## config.mk

```make
export PLATFORM = sky130hd
export DESIGN_NAME = show_rect_draw
export DESIGN_NICKNAME = d
export VERILOG_FILES = /design/src/rtl/show_rect_draw.sv
export SDC_FILE = /design/constraint.sdc
export NUM_CORES = 1
export LEC_CHECK = 0
export ABC_AREA = 1
export BUFFER_PORTS_ARGS = -buffer_cell sky130_fd_sc_hd__buf_2
export CAP_MARGIN = 15
export CORE_MARGIN = 2
export CORE_UTILIZATION = 30
export CTS_BUF_LIST = sky130_fd_sc_hd__clkbuf_8
export DETAILED_ROUTE_END_ITERATION = 6
export HOLD_SLACK_MARGIN = 0.12
export PLACE_DENSITY = 0.55
export SLEW_MARGIN = 10
export SYNTH_ARGS = -nofsm -noshare
export SYNTH_HDL_FRONTEND = slang
export SYNTH_SLANG_ARGS = --single-unit
```

## constraint.sdc

```tcl
create_clock -name sys_clk -period 6.8 [get_ports sys_clk]
set_input_delay 1.02 -clock sys_clk [delete_from_list [all_inputs] [get_ports sys_clk]]
set_output_delay 1.02 -clock sys_clk [all_outputs]
set_load 0.05 [all_outputs]
```

## src/rtl/show_rect_draw.sv

```systemverilog
// Rasterises clear-rows and rectangle commands into overlay RAM pixel writes.
// Optional macro RECT_FILL_EN: rectangles are filled instead of outlined.
`ifndef ASCII_WIDTH
`define ASCII_WIDTH 8
`endif
`ifndef LETTER_PIXEL_WIDTH
`define LETTER_PIXEL_WIDTH 8
`endif

module show_rect_draw #(
   parameter int A_W = `ASCII_WIDTH,
   parameter int L_W = `LETTER_PIXEL_WIDTH
) (
   input  logic             sys_clk,
   input  logic             sys_rst,
   input  logic             i_cmd_valid,
   input  logic [A_W-1:0]   i_ascii,
   input  logic [2:0]       i_color,
   input  logic [L_W-1:0]   i_ys,
   input  logic [L_W-1:0]   i_ye,
   input  logic [L_W-1:0]   i_x1,
   input  logic [L_W-1:0]   i_y1,
   input  logic [L_W-1:0]   i_x2,
   input  logic [L_W-1:0]   i_y2,
   output logic             o_wr_en,
   output logic [2*L_W-1:0] o_wr_addr,
   output logic [2:0]       o_wr_data,
   output logic             o_busy,
   output logic             o_drop
);

   typedef enum logic [2:0] {
      IDLE,
      CLEAR,
      TOP,
      BOTTOM,
      LEFT,
      RIGHT
`ifdef RECT_FILL_EN
      , FILL
`endif
   } state_t;

   localparam logic [L_W-1:0] ONE  = L_W'(1);
   localparam logic [L_W-1:0] TWO  = L_W'(2);
   localparam logic [L_W-1:0] MAXV = '1;

   state_t state_q, state_d;
   logic [L_W-1:0] x_q, x_d, y_q, y_d;
   logic [L_W-1:0] xl_q, xl_d, xh_q, xh_d;
   logic [L_W-1:0] yl_q, yl_d, yh_q, yh_d;
   logic [2:0] data_q, data_d;
   logic busy_q, busy_d;
   logic drop_q, drop_d;

   logic [L_W-1:0] xl_in, xh_in, yl_in, yh_in, rs_in, re_in;
   logic done;

   always_comb begin
      xl_in = (i_x1 < i_x2) ? i_x1 : i_x2;
      xh_in = (i_x1 < i_x2) ? i_x2 : i_x1;
      yl_in = (i_y1 < i_y2) ? i_y1 : i_y2;
      yh_in = (i_y1 < i_y2) ? i_y2 : i_y1;
      rs_in = (i_ys < i_ye) ? i_ys : i_ye;
      re_in = (i_ys < i_ye) ? i_ye : i_ys;
   end

   // x_q/y_q always hold the pixel being presented this cycle
   always_comb begin
      state_d = state_q;
      x_d     = x_q;
      y_d     = y_q;
      xl_d    = xl_q;
      xh_d    = xh_q;
      yl_d    = yl_q;
      yh_d    = yh_q;
      data_d  = data_q;
      busy_d  = busy_q;
      drop_d  = i_cmd_valid && (state_q != IDLE);
      done    = 1'b0;
      case (state_q)
         IDLE: begin
            if (i_cmd_valid && i_ascii == '0) begin
               // clear reuses the row limits for rs/re
               state_d = CLEAR;
               yl_d    = rs_in;
               yh_d    = re_in;
               x_d     = '0;
               y_d     = rs_in;
               data_d  = 3'b000;
               busy_d  = 1'b1;
            end else if (i_cmd_valid && i_ascii == A_W'(1)) begin
`ifdef RECT_FILL_EN
               state_d = FILL;
`else
               state_d = TOP;
`endif
               xl_d   = xl_in;
               xh_d   = xh_in;
               yl_d   = yl_in;
               yh_d   = yh_in;
               x_d    = xl_in;
               y_d    = yl_in;
               data_d = i_color;
               busy_d = 1'b1;
            end
         end
         CLEAR: begin
            if (x_q == MAXV) begin
               x_d = '0;
               if (y_q == yh_q) done = 1'b1;
               else y_d = y_q + ONE;
            end else begin
               x_d = x_q + ONE;
            end
         end
         TOP: begin
            if (x_q != xh_q) begin
               x_d = x_q + ONE;
            end else if (yh_q != yl_q) begin
               state_d = BOTTOM;
               x_d     = xl_q;
               y_d     = yh_q;
            end else begin
               done = 1'b1;
            end
         end
         BOTTOM: begin
            if (x_q != xh_q) begin
               x_d = x_q + ONE;
            end else if (yh_q - yl_q >= TWO) begin
               state_d = LEFT;
               x_d     = xl_q;
               y_d     = yl_q + ONE;
            end else begin
               done = 1'b1;
            end
         end
         LEFT: begin
            if (y_q != yh_q - ONE) begin
               y_d = y_q + ONE;
            end else if (xh_q != xl_q) begin
               state_d = RIGHT;
               x_d     = xh_q;
               y_d     = yl_q + ONE;
            end else begin
               done = 1'b1;
            end
         end
         RIGHT: begin
            if (y_q != yh_q - ONE) y_d = y_q + ONE;
            else done = 1'b1;
         end
`ifdef RECT_FILL_EN
         FILL: begin
            if (x_q != xh_q) begin
               x_d = x_q + ONE;
            end else if (y_q != yh_q) begin
               x_d = xl_q;
               y_d = y_q + ONE;
            end else begin
               done = 1'b1;
            end
         end
`endif
         default: begin
            state_d = IDLE;
            busy_d  = 1'b0;
         end
      endcase
      if (done) begin
         state_d = IDLE;
         busy_d  = 1'b0;
         x_d     = '0;
         y_d     = '0;
         data_d  = 3'b000;
      end
   end

   always_ff @(posedge sys_clk or posedge sys_rst) begin
      if (sys_rst) begin
         state_q <= IDLE;
         x_q     <= '0;
         y_q     <= '0;
         xl_q    <= '0;
         xh_q    <= '0;
         yl_q    <= '0;
         yh_q    <= '0;
         data_q  <= 3'b000;
         busy_q  <= 1'b0;
         drop_q  <= 1'b0;
      end else begin
         state_q <= state_d;
         x_q     <= x_d;
         y_q     <= y_d;
         xl_q    <= xl_d;
         xh_q    <= xh_d;
         yl_q    <= yl_d;
         yh_q    <= yh_d;
         data_q  <= data_d;
         busy_q  <= busy_d;
         drop_q  <= drop_d;
      end
   end

   assign o_wr_en   = busy_q;
   assign o_busy    = busy_q;
   assign o_wr_addr = {y_q, x_q};
   assign o_wr_data = data_q;
   assign o_drop    = drop_q;

endmodule

```

## Yosys cells after proc, flatten, opt, wreduce, memory -nomap -nowiden

Cells that the tools add are included.

| storage, ports and cells | value |
|---|---|
| register bits | 56 |
| input bits | 62 |
| output and inout bits | 22 |
| word-level logic and storage cells | 127 |

| operators by class | value |
|---|---|
| add/subtract/negate cells | 5 |
| order comparisons | 4 |
| equality and inequality tests | 27 |
| multiplexer cells | 60 |
| bitwise logic cells | 1 |
| reductions and logical operators | 20 |

Operators with widths:

| operator | number |
|---|---|
| $mux W8 | 30 |
| $pmux W8 S6 | 1 |
| $pmux W8 S5 | 1 |
| $mux W3 | 13 |
| $ne A8 B8 Y1 | 4 |
| $ne A3 B3 Y1 const B | 9 |
| $add A8 B1 Y8 const B | 3 |
| $lt A8 B8 Y1 | 3 |
| $ne A4 B4 Y1 const B | 4 |
| $pmux W3 S5 | 1 |
| $mux W1 | 12 |
| $reduce_and A10 Y1 | 1 |
| $eq A8 B1 Y1 const B | 1 |
| $eq A8 B8 Y1 | 1 |
| $eq A8 B8 Y1 const B | 1 |
| $ge A8 B2 Y1 const B | 1 |
| $logic_not A8 Y1 | 1 |
| $reduce_and A8 Y1 | 1 |
| $sub A8 B1 Y8 const B | 1 |
| $sub A8 B8 Y8 | 1 |
| $reduce_bool A7 Y1 | 1 |
| $eq A3 B2 Y1 const B | 2 |
| $eq A3 B3 Y1 const B | 2 |
| $reduce_and A2 Y1 | 3 |
| other kinds (14) | 19 |

## Depth between registers and ports, before layout

Gate-level depths: netlist (run 1).

| logic depth | value |
|---|---|
| depth in word-level cells | 7 |
| mapped depth | 21 |

## Least setup slack after synthesis (run 1)

Ideal clock, no wire load.

| timing path | value |
|---|---|
| path kind | input port to flip-flop |
| start | input i_ye[7] |
| end | register y_q[3] |
| library setup time | 0.118 ns |
| arrival | 2.600 ns |
| slack | 4.081 ns |
| stages | 13 |
| path through | inv_1 -> ha_1 -> a21oi_1 -> o21a_1 -> buf_1 -> nand2_1 -> clkbuf_1 -> o211ai_1 -> nand2_1 -> nor2_1 -> nor2_1 -> nand2_1 -> nand2_1 |

| between the ends | value |
|---|---|
| word-level cells in the longest chain between the ends | 5 |

Ends and longest elaborated chain:

| item | RTL line | RTL |
|---|---|---|
| start, declared | 20 | `input logic [L_W-1:0] i_ye,` |
| $lt A8 B8 Y1 | 64 | `rs_in = (i_ys < i_ye) ? i_ys : i_ye;` |
| $mux W8 | 64 |  |
| $mux W8 | 83 | `if (i_cmd_valid && i_ascii == '0) begin` |
| $pmux W8 S6 | 81 | `case (state_q)` |
| $mux W8 | 171 | `if (done) begin` |
| end signal, assigned | 195 | `y_q <= y_d;` |
| end, declared | 49 | `logic [L_W-1:0] x_q, x_d, y_q, y_d;` |

No other way between the ends.
A chain may end at the register's enable or synchronous reset.

## Worst setup path in the final report (run 1)

| timing path | value |
|---|---|
| start | register yh_q[0] |
| end | register y_q[5] |

| between the ends | value |
|---|---|
| word-level cells in the longest chain between the ends | 7 |

Ends and longest elaborated chain:

| item | RTL line | RTL |
|---|---|---|
| start, declared | 51 | `logic [L_W-1:0] yl_q, yl_d, yh_q, yh_d;` |
| start signal, assigned | 199 | `yh_q <= yh_d;` |
| $sub A8 B8 Y8 | 131 | `end else if (yh_q - yl_q >= TWO) begin` |
| $ge A8 B2 Y1 | 131 |  |
| $mux W1 | 131 |  |
| $mux W1 | 129 | `if (x_q != xh_q) begin` |
| $pmux W1 S5 | 81 |  |
| $ne A4 B4 Y1 (no source line), or another cell as far along | - |  |
| $reduce_and A10 Y1 (no source line) | - |  |

Parallel ways exist; a longest one is shown, timed or not.

==> impl_metrics.toml, run 1 <==
[layout]
drive_gt1_share_pct = 11.1
final_cell_mix = "278 x nand2_1, 150 x inv_1, 83 x buf_2"
final.fill_count = 2126
finalNetCount = 1101
synthToLayoutAreaGrowth_pct = 12.9
final-seq-area_mm2 = 0.00140
final_common_cell = "nand2_1"
antenna_cells = 0
multi_input_area_mm2 = 0.00366

[critical_path]
critPathLaunchType = "flip-flop"
worstPathRequired_ns = 7.03
crit_fanout = 13
crit_path_end_kind = "flip-flop"
critical_path_class = "reg2reg"
worst-endpoint-arrival_ns = 3.56

[global_route]
track_usage_pct = 18.1
grt_pass1_wl_um = 29800
overflow = 0
antenna_found_initial = 0
grt_max_degree = 57
grt_pass1_vias = 5974

[clocking]
cts_tree = "built"
clk_pin_slew_ns = 0.11
cts_hold_buf = 0
cts-resized-gates = 0
numCtsBuffers = 5
postCtsSetupBuffers = 0
cts_buffer_depth = 2
cts-htree-levels = 2
clock_latency_ns = 0.33
clock-sinks = 56
cts_root_buf = "clkbuf_8"

[logic_synthesis]
ys_seq_elements = 56
ys.warnings.count = 0
syn-mean-instance-area_um2 = 6.16
yosysSeqAreaShare_pct = 24.4
synth.largest_area_cell = "dfrtp_1"
synth_nets = 1030
synth.area.top_cells = "dfrtp_1 24%, nand2_1 18%, inv_1 9.8%"
synthDistinctLibCells = 34
yosysTopAreaCellShare_pct = 24.4
synth_cells = 932
synth_area_mm2 = 0.00574

[pwr]
p_total_mw = 2.11
leakagePower_nw = 3.60
peakVddDrop_uv = 115
powerDensity_mw_per_mm2 = 325

[detailed_routing]
antenna_left = 0
first_pass_iters = 5
drc = 0
wl_per_cell_um = 14.4
routed_wl_um = 17900
drt_iter0_markers = 443
vias_per_cell = 4.87
dr_total_vias = 6034

[floorplanning]
num_io_pins = 84
die_h_um = 142
die_area_mm2 = 0.0203
start_util_pct = 30.6
die_w_um = 142
placement_rows = 50
core_area_mm2 = 0.0188

[hold_path]
hp-class = "reg2reg"

[timing]
finalHoldViolations = 0
finalCritPeriodShare_pct = 48.9
final.setup_skew_ns = 0.0148
setup_viol = 0
max-slew-margin-rel_pct = 43.7
worstMarginPinSlew_ns = 0.842
setup_tns_ns = 0
clock.fmax_ghz = 0.300
rsz0062_at_grt = "false"
period_minus_slack_ns = 3.33
drv_slew = 0

[placement]
dp_hpwl_um = 14300
place.port_buffers = 83
finalWeightedCongestion = 0.862

[outcome]
status = "completed"

[run]
maxCapViolations = 0
## routing by layer
layer  vias up  global-route usage, %  routed length (um)
met3         7                   1.38                 722
li1       3143                      -                   -
met4         0                   3.65                 136
met1      2744                   26.2                8990
met2       140                   29.8                8010
met5         -                      0                   0
## report_power, final
part / total (mW) / leakage [nW] / internal, mW / switching, mW
Clock: 0.234 / 0.0599 / 0.110 / 0.123
Combinational: 1.33 / 2.89 / 0.425 / 0.910
Sequential: 0.538 / 0.655 / 0.410 / 0.128
## worst paths after layout
path	slack [ns]	start	to	depth (start not counted)
min reg2reg	0.53	o_wr_data[2]	o_wr_data[2]	2
max reg2reg	3.47	yh_q[0]	y_q[5]	20
max in group asynchronous	5.38	sys_rst	yh_q[2]	3
min	0.53	o_wr_data[2]	o_wr_data[2]	2
min in group asynchronous	0.90	sys_rst	o_wr_data[2]	3
max	3.47	yh_q[0]	y_q[5]	20
## critical path, cell delays in order (launching register included)
cell	delay, ns
dfrtp_1	0.48
inv_1	0.22
ha_1	0.19
inv_1	0.05
fa_1	0.45
nand3_1	0.13
nand3_1	0.08
nand2_1	0.06
nand2_1	0.06
nand3_1	0.12
nor2_1	0.06
nand2_1	0.09
nand2_2	0.09
nand2_1	0.07
nand2_1	0.04
nand2_1	0.36
nand2_1	0.19
nand2_4	0.18
clkinv_2	0.16
nand2_1	0.11
nand2_1	0.05
## synth_stat cells
| cell | count |
|---|---|
| a21oi_1 | 46 |
| a221oi_1 | 1 |
| a22oi_1 | 8 |
| and2_1 | 1 |
| buf_1 | 1 |
| buf_2 | 8 |
| buf_4 | 1 |
| clkbuf_1 | 9 |
| clkbuf_2 | 2 |
| clkinv_1 | 2 |
| clkinv_2 | 1 |
| dfrtp_1 | 56 |
| fa_1 | 1 |
| ha_1 | 35 |
| inv_1 | 150 |
| inv_2 | 3 |
| nand2_1 | 278 |
| nand2_2 | 2 |
| nand2_4 | 1 |
| nand3_1 | 68 |
| nand3_2 | 1 |
| nand3b_1 | 9 |
| nand4_1 | 22 |
| nor2_1 | 75 |
| nor3_1 | 15 |
| nor3_2 | 3 |
| o211ai_1 | 16 |
| o21a_1 | 3 |
| o21ai_0 | 54 |
| o21ai_1 | 9 |
| o221ai_1 | 8 |
| or2_2 | 7 |
| xnor2_1 | 7 |
| xor2_1 | 29 |
## registers in the layout, summed over array words and instances (netlist names)
name / flops
x_q: 8
xh_q: 8
xl_q: 8
y_q: 8
yh_q: 8
yl_q: 8
o_wr_data: 3
state_q: 3
o_busy: 1
o_drop: 1
## metrics by stage
stage | cell area [um^2] | utilization, % | cells | hold WS, ns | setup WS (ns)
floorplan | 5740 | - | 932 | 0.490 | 4.08
global placement | 6370 | 33.9 | 1230 | 0.522 | 3.39
detailed placement | 6370 | 33.9 | 1230 | 0.523 | 3.39
CTS | 6480 | 34.5 | 1238 | 0.540 | 3.56
global route | 6480 | 34.5 | 1238 | 0.568 | 3.22
finish | 6480 | 34.5 | 1238 | 0.535 | 3.47
## layout make-up
class	instances	share of cell area (%)
clock buffers	5	1.06
clock inverters	3	0.656
multi-input cells	699	56.5
flip-flops and latches	56	21.6
well taps	234	4.52
repair buffers	85	6.64
inverters	156	9.05
## cell families after synthesis
family	synth area share, %
flops	24.4
compound gates	14.4
buf+inv	11.9
simple gates	35.9
xor+xnor	5.49
fa+ha+maj	7.97
Power figures use the tool's default switching activity.
==> inputs of run 2 (changes only) <==
--- a/config.mk
+++ b/config.mk
@@ -5,7 +5,7 @@
 export SDC_FILE = /design/constraint.sdc
 export NUM_CORES = 1
 export LEC_CHECK = 0
-export ABC_AREA = 1
+export ABC_AREA = 0
 export BUFFER_PORTS_ARGS = -buffer_cell sky130_fd_sc_hd__buf_2
 export CAP_MARGIN = 15
 export CORE_MARGIN = 2
@@ -13,7 +13,7 @@
 export CTS_BUF_LIST = sky130_fd_sc_hd__clkbuf_8
 export DETAILED_ROUTE_END_ITERATION = 6
 export HOLD_SLACK_MARGIN = 0.12
-export PLACE_DENSITY = 0.55
+export PLACE_DENSITY = 0.56
 export SLEW_MARGIN = 10
 export SYNTH_ARGS = -nofsm -noshare
 export SYNTH_HDL_FRONTEND = slang
==> constraint.sdc (replaced) <==
create_clock -name sys_clk -period 3.1 [get_ports sys_clk]
set_input_delay 0.465 -clock sys_clk [delete_from_list [all_inputs] [get_ports sys_clk]]
set_output_delay 0.465 -clock sys_clk [all_outputs]
set_load 0.05 [all_outputs]
==> run 2 against run 1 <==
Critical path type unchanged. Non-clock buffer count is 43 higher. Area after synthesis down 8.7%. Maximum frequency grew 14%. Clock skew grew 0.0012 ns. Clock power up 88%.
==> impl_metrics.toml, run 2 <==
[floorplanning]
die_w_um = 136
num_io_pins = 84
core_area_mm2 = 0.0172
die_h_um = 136
placement_rows = 48
die_area_mm2 = 0.0185
start_util_pct = 30.5

[logic_synthesis]
yosys-top-cells-count = "56 x dfrtp_1, 51 x nor2_1, 45 x a21oi_1, 45 x inv_1, 43 x nand2_1"
synth_area_mm2 = 0.00524
synthDistinctLibCells = 71
async_flop_share_pct = 100
synth.area.top_cells = "dfrtp_1 27%, ha_1 8.4%, mux2i_1 5.5%"
yosysSeqAreaShare_pct = 26.7
synth_cells = 621
yosysTopAreaCellShare_pct = 26.7
ys.flop_type = "dfrtp_1"
synth_nets = 719
synth_most_common_cell = "dfrtp_1"
synth_edf_count = 0
ys_seq_elements = 56
ys.warnings.count = 0
synth.largest_area_cell = "dfrtp_1"
syn-mean-instance-area_um2 = 8.44

[placement]
place_area_mm2 = 0.00616
dp_hpwl_um = 12500
finalWeightedCongestion = 0.870
place.port_buffers = 83

[clocking]
numCtsBuffers = 5
clk_pin_slew_ns = 0.11
cts_root_buf = "clkbuf_8"
cts_tree = "built"
cts_buffer_depth = 2
cts-htree-levels = 2
clock-sinks = 56
clock_latency_ns = 0.33
cts_hold_buf = 0

[timing]
finalCritPeriodShare_pct = 94.5
finalHoldViolations = 0
max-slew-margin-rel_pct = 39.7
drv_slew = 0
clock.fmax_ghz = 0.341
period_minus_slack_ns = 2.93
worstMarginPinSlew_ns = 0.903
rsz0062_at_grt = "false"
setup_viol = 0
final.setup_skew_ns = 0.0159

[critical_path]
worstPathRequired_ns = 3.32
crit_end = "y_q[5]"
worst-endpoint-arrival_ns = 3.15
critical_path_class = "reg2reg"
rr_startpoint = "yh_q[0]"
reg2reg_slack_ns = 0.17
critPathLaunchType = "flip-flop"
crit_path_end_kind = "flip-flop"
r2r_end = "y_q[5]"
reg2reg_depth = 12
crit_fanout = 6
worstSetupStartpoint = "yh_q[0]"

[layout]
multi_input_area_mm2 = 0.00364
drive_gt1_share_pct = 25.7
final.fill_count = 1830
final_common_cell = "buf_2"
final-seq-area_mm2 = 0.00140
stdcell_area_mm2 = 0.00637
finalNetCount = 826
antenna_cells = 0
final_cell_mix = "83 x buf_2, 55 x dfrtp_1, 50 x nor2_1"
fin_util_pct = 37.1
synthToLayoutAreaGrowth_pct = 21.5

[detailed_routing]
wl_per_cell_um = 16.2
routed_wl_um = 15500
drt_iter0_markers = 325
antenna_left = 0
dr_total_vias = 4992
first_pass_iters = 5
drc = 0
vias_per_cell = 5.23

[outcome]
status = "completed"

[hold_path]
hp-class = "in2async"

[global_route]
grt_pass1_wl_um = 25500
antenna_found_initial = 0
grt_pass1_vias = 4932
track_usage_pct = 17.2
grt_max_degree = 43
overflow = 0

[pwr]
leakagePower_nw = 3.06
powerDensity_mw_per_mm2 = 701
p_total_mw = 4.47
peakVddDrop_uv = 275

[run]
maxCapViolations = 0
-- run 2: repair_timing --
item                                    4_1_cts  5_1_grt
pin swaps                                     0        7
resized for setup                             2       14
buffers inserted                              0        5
endpoints found under the setup margin        8       23
-- run 2: cell families (layout without fill, tap and decap cells) --
family / Yosys count / count (layout) / synth area share [%]
xor gates and xnor gates: 45 / 45 / 7.52
adders and majority gates: 36 / 36 / 8.74
muxes: 51 / 51 / 10.3
and+or+nand+nor: 184 / 184 / 18.0
buffers and inverters: 73 / 181 / 5.37
DFF: 56 / 56 / 26.7
AOI/OAI and AO/OA: 176 / 176 / 23.4
-- run 2: layout make-up --
type | count | share of cell area, %
Clock buffer | 5 | 1.08
Multi-Input combinational cell | 492 | 57.2
Clock inverter | 3 | 0.432
Inverter | 45 | 2.65
Sequential cell | 56 | 22.0
Timing Repair Buffer | 128 | 12.2
Tap cell | 225 | 4.42
-- run 2: how the worst min path moves through the flow --
stage	startpoint	cells after the start	slack, ns	end
after floorplan	yl_q[4]	2	0.47	yl_q[4]
after global placement	yl_q[4]	2	0.49	yl_q[4]
after detailed placement	yl_q[4]	2	0.50	yl_q[4]
after CTS	sys_rst	2	0.34	o_wr_data[1]
after global routing	i_cmd_valid	2	0.37	o_drop
final	sys_rst	2	0.31	o_wr_data[0]
-- run 2: worst max-delay path: stages (launching register included) --
cell,delay (ns)
dfrtp_1,0.39
inv_1,0.07
ha_1,0.14
inv_1,0.06
fa_2,0.36
a211o_1,0.28
a211oi_1,0.22
a41oi_1,0.11
o211ai_4,0.15
o21a_1,0.15
or3b_1,0.39
o21a_4,0.16
a221o_1,0.34
-- run 2: per-stage QoR --
stage / setup WS [ns] / instances / hold slack, ns / TNS, ns
after floorplan: 0.0486 / 621 / 0.472 / 0
after global placement: 0.0330 / 941 / 0.490 / 0
after detailed placement: -0.0281 / 941 / 0.504 / -0.193
after CTS: 0.00167 / 949 / 0.335 / 0
after global routing: 0.00103 / 954 / 0.368 / 0
final: 0.171 / 954 / 0.311 / 0
-- run 2: layer usage --
| layer | global-route usage (%) | vias to the layer above | part of all wire, % |
|---|---|---|---|
| li1 | - | 2492 | - |
| met1 | 25.5 | 2334 | 50 |
| met2 | 25.8 | 141 | 43 |
| met3 | 1.12 | 25 | 3.9 |
| met4 | 6.94 | 0 | 3.1 |
| met5 | 0 | - | 0 |
-- run 2: where the power goes --
group          internal (mW)  total, mW  switching [mW]
clock                  0.167      0.439           0.272
sequential             0.882       1.10           0.220
combinational           1.18       2.92            1.74
total                   2.23       4.47            2.23
